**config.mk**
```make
export PLATFORM = sky130hd
export DESIGN_NAME = alu_decode_stage
export DESIGN_NICKNAME = d
export VERILOG_FILES = /design/src/rtl/alu_decode_pkg.sv /design/src/rtl/alu_decode_comb.sv /design/src/rtl/alu_decode_stage.sv
export SDC_FILE = /design/constraint.sdc
export NUM_CORES = 1
export LEC_CHECK = 0
export CAP_MARGIN = 20
export CORE_ASPECT_RATIO = 1.75
export CORE_MARGIN = 3
export CORE_UTILIZATION = 46
export CTS_CLUSTER_SIZE = 25
export DETAILED_ROUTE_END_ITERATION = 12
export DONT_BUFFER_PORTS = 1
export PLACE_DENSITY = 0.6
export SYNTH_ARGS = -nofsm -noshare
export SYNTH_HDL_FRONTEND = slang
export SYNTH_SLANG_ARGS = --single-unit
```
**constraint.sdc**
```tcl
create_clock -name clk -period 2.2 [get_ports clk]
set_input_delay 0.33 -clock clk [delete_from_list [all_inputs] [get_ports clk]]
set_output_delay 0.33 -clock clk [all_outputs]
set_load 0.03 [all_outputs]
```
**src/rtl/alu_decode_pkg.sv**
```systemverilog
// alu_decode_pkg
//   Shared definitions for the ALU decode stage: opcode constants, the
//   output class and prefix-state enums, and the immediate width rule.
package alu_decode_pkg;

    localparam logic [3:0] OP_NULL   = 4'h0;
    localparam logic [3:0] OP_UNARY  = 4'hC;
    localparam logic [3:0] OP_JUMP   = 4'hD;
    localparam logic [3:0] OP_INCR   = 4'hE;
    localparam logic [3:0] OP_PREFIX = 4'hF;

    localparam logic [3:0] ALU_OP_ADD   = 4'h1;
    localparam logic [1:0] LOAD_SRC_REG = 2'b01;

    // Widest immediate source the width rule can handle (5R must fit).
    localparam int IMM_MAX_W = 64;

    typedef enum logic [2:0] {
        CLS_NULL   = 3'd0,
        CLS_BINARY = 3'd1,
        CLS_UNARY  = 3'd2,
        CLS_INCR   = 3'd3,
        CLS_JUMP   = 3'd4
    } out_class_e;

    typedef enum logic {
        PFX_IDLE     = 1'b0,
        PFX_PREFIXED = 1'b1
    } pfx_state_e;

    // Sign-extend the low src_w bits of src to IMM_MAX_W bits. Taking the
    // low D bits of the result gives sign extension when D > src_w and
    // plain truncation otherwise, so one function covers both cases.
    function automatic logic [IMM_MAX_W-1:0] imm_extend(
        input logic [IMM_MAX_W-1:0] src,
        input int                   src_w
    );
        logic [IMM_MAX_W-1:0] res;
        for (int i = 0; i < IMM_MAX_W; i++)
            res[i] = (i < src_w) ? src[i] : src[src_w-1];
        return res;
    endfunction

endpackage

```
**src/rtl/alu_decode_comb.sv**
```systemverilog
// alu_decode_comb
//   Purely combinational instruction -> ALU control field decode.
//   Ports:
//     instr        : raw instruction, opcode in the top 4 bits
//     pfx          : latched prefix payload (3R bits)
//     pfx_state    : current prefix state
//     is_prefix    : instruction is a PREFIX (produces no output word)
//     cls ..       : decoded fields, registered by the top level
//     prefix_err   : a pending prefix meets a non-INCR instruction
module alu_decode_comb
    import alu_decode_pkg::*;
#(
    parameter int REG_ADDR_WIDTH = 4,
    parameter int DATA_WIDTH     = 16,
    parameter int INSTR_WIDTH    = 4 + 3*REG_ADDR_WIDTH
) (
    input  logic [INSTR_WIDTH-1:0]      instr,
    input  logic [3*REG_ADDR_WIDTH-1:0] pfx,
    input  pfx_state_e                  pfx_state,
    output logic                        is_prefix,
    output out_class_e                  cls,
    output logic [3:0]                  alu_op,
    output logic [REG_ADDR_WIDTH-1:0]   a_sel,
    output logic [REG_ADDR_WIDTH-1:0]   b_sel,
    output logic [REG_ADDR_WIDTH-1:0]   out_sel,
    output logic                        b_source,
    output logic [DATA_WIDTH-1:0]       b_altern,
    output logic [1:0]                  load_src,
    output logic                        pc_increment,
    output logic [INSTR_WIDTH-1:0]      raw_instr,
    output logic                        prefix_err
);
    localparam int R = REG_ADDR_WIDTH;
    localparam int W = INSTR_WIDTH;

    logic [3:0]     opc;
    logic [2*R-1:0] imm;

    assign opc       = instr[W-1:W-4];
    assign imm       = instr[W-5:R];
    assign is_prefix = (opc == OP_PREFIX);
    // A pending prefix only makes sense in front of INCR.
    assign prefix_err = (pfx_state == PFX_PREFIXED) && (opc != OP_PREFIX) && (opc != OP_INCR);

    always_comb begin
        cls          = CLS_NULL;
        alu_op       = '0;
        a_sel        = '0;
        b_sel        = '0;
        out_sel      = '0;
        b_source     = 1'b0;
        b_altern     = '0;
        load_src     = '0;
        pc_increment = 1'b0;
        raw_instr    = '0;
        case (opc)
            OP_NULL: begin
                cls          = CLS_NULL;
                pc_increment = 1'b1;
                raw_instr    = instr;
            end
            OP_UNARY: begin
                cls          = CLS_UNARY;
                pc_increment = 1'b1;
                raw_instr    = instr;
            end
            OP_JUMP: begin
                cls          = CLS_JUMP;
                pc_increment = 1'b1;
                raw_instr    = instr;
            end
            OP_INCR: begin
                cls          = CLS_INCR;
                alu_op       = ALU_OP_ADD;
                a_sel        = instr[R-1:0];
                out_sel      = instr[R-1:0];
                b_source     = 1'b1;
                load_src     = LOAD_SRC_REG;
                pc_increment = 1'b1;
                if (pfx_state == PFX_PREFIXED)
                    b_altern = DATA_WIDTH'(imm_extend(IMM_MAX_W'({pfx, imm}), 5*R));
                else
                    b_altern = DATA_WIDTH'(imm_extend(IMM_MAX_W'(imm), 2*R));
            end
            OP_PREFIX: begin
                cls = CLS_NULL;
            end
            default: begin
                cls          = CLS_BINARY;
                alu_op       = opc;
                a_sel        = instr[3*R-1:2*R];
                b_sel        = instr[2*R-1:R];
                out_sel      = instr[R-1:0];
                load_src     = LOAD_SRC_REG;
                pc_increment = 1'b1;
            end
        endcase
    end

endmodule

```
**src/rtl/alu_decode_stage.sv**
```systemverilog
// alu_decode_stage
//   Registered ALU decode stage with valid/ready on both sides and an
//   extended-immediate prefix state machine.
//   Ports:
//     clk, reset (async, active high), flush (sync discard)
//     in_valid / in_ready / in_instr        : instruction side
//     out_valid / out_ready                 : execute side handshake
//     out_class, alu_*, b_altern, pc_increment, raw_instr, prefix_err :
//       decoded word, held stable while out_valid && !out_ready
module alu_decode_stage
    import alu_decode_pkg::*;
#(
    parameter int REG_ADDR_WIDTH = 4,
    parameter int DATA_WIDTH     = 16
) (
    input  logic                            clk,
    input  logic                            reset,
    input  logic                            flush,
    input  logic                            in_valid,
    output logic                            in_ready,
    input  logic [4+3*REG_ADDR_WIDTH-1:0]   in_instr,
    output logic                            out_valid,
    input  logic                            out_ready,
    output logic [2:0]                      out_class,
    output logic [3:0]                      alu_op,
    output logic [REG_ADDR_WIDTH-1:0]       alu_a_select,
    output logic [REG_ADDR_WIDTH-1:0]       alu_b_select,
    output logic [REG_ADDR_WIDTH-1:0]       alu_out_select,
    output logic                            alu_b_source,
    output logic [DATA_WIDTH-1:0]           b_altern,
    output logic [1:0]                      alu_load_src,
    output logic                            alu_store_to_mem,
    output logic                            alu_store_to_stk,
    output logic                            pc_increment,
    output logic [4+3*REG_ADDR_WIDTH-1:0]   raw_instr,
    output logic                            prefix_err
);
    localparam int R = REG_ADDR_WIDTH;
    localparam int W = 4 + 3*R;

    pfx_state_e     state;
    logic [3*R-1:0] pfx;
    out_class_e     cls_q;

    logic            d_is_prefix;
    out_class_e      d_cls;
    logic [3:0]      d_alu_op;
    logic [R-1:0]    d_a_sel, d_b_sel, d_out_sel;
    logic            d_b_source;
    logic [DATA_WIDTH-1:0] d_b_altern;
    logic [1:0]      d_load_src;
    logic            d_pc_inc;
    logic [W-1:0]    d_raw;
    logic            d_prefix_err;
    logic            accept;

    alu_decode_comb #(
        .REG_ADDR_WIDTH (R),
        .DATA_WIDTH     (DATA_WIDTH),
        .INSTR_WIDTH    (W)
    ) u_comb (
        .instr        (in_instr),
        .pfx          (pfx),
        .pfx_state    (state),
        .is_prefix    (d_is_prefix),
        .cls          (d_cls),
        .alu_op       (d_alu_op),
        .a_sel        (d_a_sel),
        .b_sel        (d_b_sel),
        .out_sel      (d_out_sel),
        .b_source     (d_b_source),
        .b_altern     (d_b_altern),
        .load_src     (d_load_src),
        .pc_increment (d_pc_inc),
        .raw_instr    (d_raw),
        .prefix_err   (d_prefix_err)
    );

    // Flush blocks input so nothing is accepted into a stage being emptied.
    assign in_ready = !flush && (!out_valid || out_ready);
    assign accept   = in_valid && in_ready;

    assign out_class        = cls_q;
    assign alu_store_to_mem = 1'b0;
    assign alu_store_to_stk = 1'b0;

    always_ff @(posedge clk or posedge reset) begin
        if (reset) begin
            out_valid      <= 1'b0;
            state          <= PFX_IDLE;
            pfx            <= '0;
            cls_q          <= CLS_NULL;
            alu_op         <= '0;
            alu_a_select   <= '0;
            alu_b_select   <= '0;
            alu_out_select <= '0;
            alu_b_source   <= 1'b0;
            b_altern       <= '0;
            alu_load_src   <= '0;
            pc_increment   <= 1'b0;
            raw_instr      <= '0;
            prefix_err     <= 1'b0;
        end else if (flush) begin
            // Any held word counts as consumed; it is not replayed.
            out_valid <= 1'b0;
            state     <= PFX_IDLE;
            pfx       <= '0;
        end else begin
            if (out_valid && out_ready)
                out_valid <= 1'b0;
            if (accept) begin
                if (d_is_prefix) begin
                    // A prefix emits nothing; a second one replaces the first.
                    pfx   <= in_instr[3*R-1:0];
                    state <= PFX_PREFIXED;
                end else begin
                    out_valid      <= 1'b1;
                    state          <= PFX_IDLE;
                    pfx            <= '0;
                    cls_q          <= d_cls;
                    alu_op         <= d_alu_op;
                    alu_a_select   <= d_a_sel;
                    alu_b_select   <= d_b_sel;
                    alu_out_select <= d_out_sel;
                    alu_b_source   <= d_b_source;
                    b_altern       <= d_b_altern;
                    alu_load_src   <= d_load_src;
                    pc_increment   <= d_pc_inc;
                    raw_instr      <= d_raw;
                    prefix_err     <= d_prefix_err;
                end
            end
        end
    end

endmodule
```
==> flow_summary_export.csv <==
group,metric,value,unit
critical_path,end_kind,"output port",
synthesis,syn_area_per_cell,13.02,um^2
route,first_pass_iters,4,
critical_path,cp-start-kind,"flop",
critical_path,rr_worst_depth,4,
die,dieArea,6667,um^2
critical_path,cp_max_fo,9,
critical_path,r2r_start,"out_valid",
global_routing,grt_pass1_vias,1869,
hold_path,hp-class,"in -> reg",
global_routing,grt_max_degree,38,
route,route.detailed.drc,0,
final_layout,drive_above_1_share,18.48,%
synthesis,synth-edff-count,0,
die,std_cell_rows,35,
clock_tree,cts_tree,"built",
job,maxCapViolCount,0,
hold_path,min_from,"flush",
place,hpwl,4519,um
timing,fin_skew,6.137,ps
clock_tree,cts.sinks,65,
die,initial_core_util,48.59,%
timing,setup_viol,0,
timing,worstMarginPinSlew,614.8,ps
synthesis,synth_most_common_cell,"dfrtp_1",
hold_path,whs_path_depth,1,
route,drtIter0Drc,101,
final_layout,regArea,1627,um^2
clock_tree,insertion_delay,340,ps
synthesis,yosysWarnings,0,
clock_tree,cts-buffers-inserted,9,
global_routing,grt_pass1_wl,9984,um
critical_path,worstPathRequired,1870,ps
hold_path,min_to,"out_valid",
timing,hold_viol,0,
pwr,leakage,1.363,nW
route,routedWlPerCell,22.19,um
route,routed_wl,6323,um
final_layout,multi_input_area,874.6,um^2
clock_tree,cts_resized,0,
final_layout,diodes,0,
timing,maxSlewHeadroom,58.95,%
pwr,power.density,955.6,nW/um^2
timing,fin_crit,1822,ps
clock_tree,h-tree-depth,3,
place,gp_congestion,0.8905,
synthesis,ys_ff_latch,65,
synthesis,yosys.area.top_type_share,62.14,%
synthesis,synth_cells,201,
timing,setup_tns,0,ps
synthesis,netlist_area,2618,um^2
global_routing,grt_overflow,0,
synthesis,synthTopCellsByArea,"dfrtp_1 (62%), a22o_1 (9.4%), a22o_2 (3.1%), o2bb2ai_1 (3.0%), a32o_1 (2.3%)",
timing,final_max_slew_viol_count,0,
synthesis,synthTopCellsByCount,"dfrtp_1 (65), a22o_1 (28), a21oi_1 (11)",
synthesis,synth_ff_type,"dfrtp_1",
timing,period_share,82.82,%
critical_path,critPathKind,"reg -> out",
timing,timing.fmax,548.8,MHz
die,ioPinCount,81,
clock_tree,cts_root_buffer,"clkbuf_8",
clock_tree,clkSlewWorstSetupHoldPaths,60,ps
critical_path,cp.arrival,1490,ps
final_layout,fillers,478,
global_routing,grtUsageTotal,19.82,%
final_layout,fin_nets,227,
route,vias,1752,
outcome,status,"complete, no violations",
synthesis,seq_area_frac_synth,62.14,%
global_routing,antenna_found_initial,0,
route,postRouteAntennaNets,0,
synthesis,synth_cell_types,34,
timing,rsz0062_at_grt,"false",
route,via_per_inst,6.147,
die,die_h,105.8,um
critical_path,regToRegSetupSlack,550,ps
synthesis,netlist.top_cell.by_area,"dfrtp_1",
die,dieWidth,63.02,um
pwr,irDropWorstVdd,0.5515,mV
timing,hold_slack,65.74,ps
synthesis,synthArstFlopShare,100.0,%
final_layout,area_growth,11.76,%
clock_tree,clockBufferDepth,2,
die,core,5386,um^2
critical_path,r2r_end,"b_altern[10]",
place,io_buffer_count,0,
per-stage QoR:
step	cell area [um^2]	util (%)	cells	power (mW)	setup WS, ps
6_report	2925	54.31	285	2.796	378.0
3_5_place_dp	2708	50.27	268	1.779	544.0
2_1_floorplan	2625	-	203	1.721	243.5
3_3_place_gp	2708	50.27	268	1.768	606.2
4_1_cts	2925	54.31	285	2.828	356.7
5_1_grt	2925	54.31	285	2.912	307.9
logic make-up (layout without fill, tap and decap cells):
kind of cell    Yosys count  in the layout  synth area share (%)
compound gates           77             77                 25.14
flops                    65             65                 62.14
simple gates             32             32                 7.648
buf+inv                  26             34                 4.923
other cells               1              3                0.1433
power breakdown:
part / internal [mW] / switching, mW
combinational: 0.0988 / 0.120
clock: 0.616 / 0.424
sequential: 1.28 / 0.254
total: 2.00 / 0.797
routing by layer:
metal  routed length, um  global-route usage [%]  up-vias
met2                3302                   32.58       63
li1                    -                       -      765
met3                 473                   6.716       10
met5                   0                       0        -
met4                 121                   9.637        0
met1                2426                   22.81      914
critical path, stage by stage, from the launching register on:
cell and delay (ps):
dfrtp_1 390, nor2b_1 140, buf_4 170, nor2_1 460
placed cells by master, fill, tap and decap left out, drive strengths merged:
| cell type | count |
|---|---|
| a22o | 36 |
| clkbuf | 14 |
| nand3 | 6 |
| a2111oi | 1 |
| dfrtp | 65 |
| and3 | 1 |
| clkinv | 1 |
| nand2b | 4 |
| nand4 | 1 |
| or3 | 1 |
| a221o | 4 |
| inv | 7 |
| nor4b | 1 |
| conb | 3 |
| or4 | 1 |
| nor2b | 4 |
| nand2 | 2 |
| nor2 | 4 |
| buf | 10 |
| a21oi | 11 |
| nor3 | 3 |
| o22a | 1 |
| dlygate4sd3 | 1 |
| a32o | 6 |
| nor4 | 2 |
| a21o | 3 |
| a31oi | 4 |
| o2bb2ai | 9 |
| bufinv | 1 |
| and2 | 2 |
| o21a | 2 |
what timing repair did:
item                                    in CTS  in global routing
endpoints found under the setup margin       0                  0
hold buffers                                 1                  0
endpoints found under the hold margin       28                  0
buffers inserted                             0                  0
flip-flops by register name, summed over array words and instances, names as in the netlist, 3 cells and up:
| name | count |
|---|---|
| alu_a_select | 4 |
| alu_b_select | 4 |
| alu_op | 4 |
| alu_out_select | 4 |
| b_altern | 16 |
| out_class | 3 |
| pfx | 8 |
| raw_instr | 16 |
how the worst max path moves through the flow:
stage / to / slack, ps / start / cells after the start
6_report: in_ready / 380 / out_valid / 3
5_1_grt: in_ready / 310 / out_valid / 3
4_1_cts: in_ready / 360 / out_valid / 3
3_5_place_dp: b_altern[10] / 540 / out_valid / 4
3_3_place_gp: raw_instr[4] / 610 / in_instr[12] / 4
2_1_floorplan: alu_a_select[0] / 240 / reset / 1
layout make-up:
type / instances / area share, %
Inverter: 7 / 0.8982
Timing Repair Buffer: 11 / 3.336
Tap cell: 74 / 3.165
Clock inverter: 2 / 1.198
Sequential cell: 65 / 55.60
Clock buffer: 14 / 5.902
Multi-Input combinational cell: 112 / 29.90
Note: power is estimated with default switching activity, not from simulation.
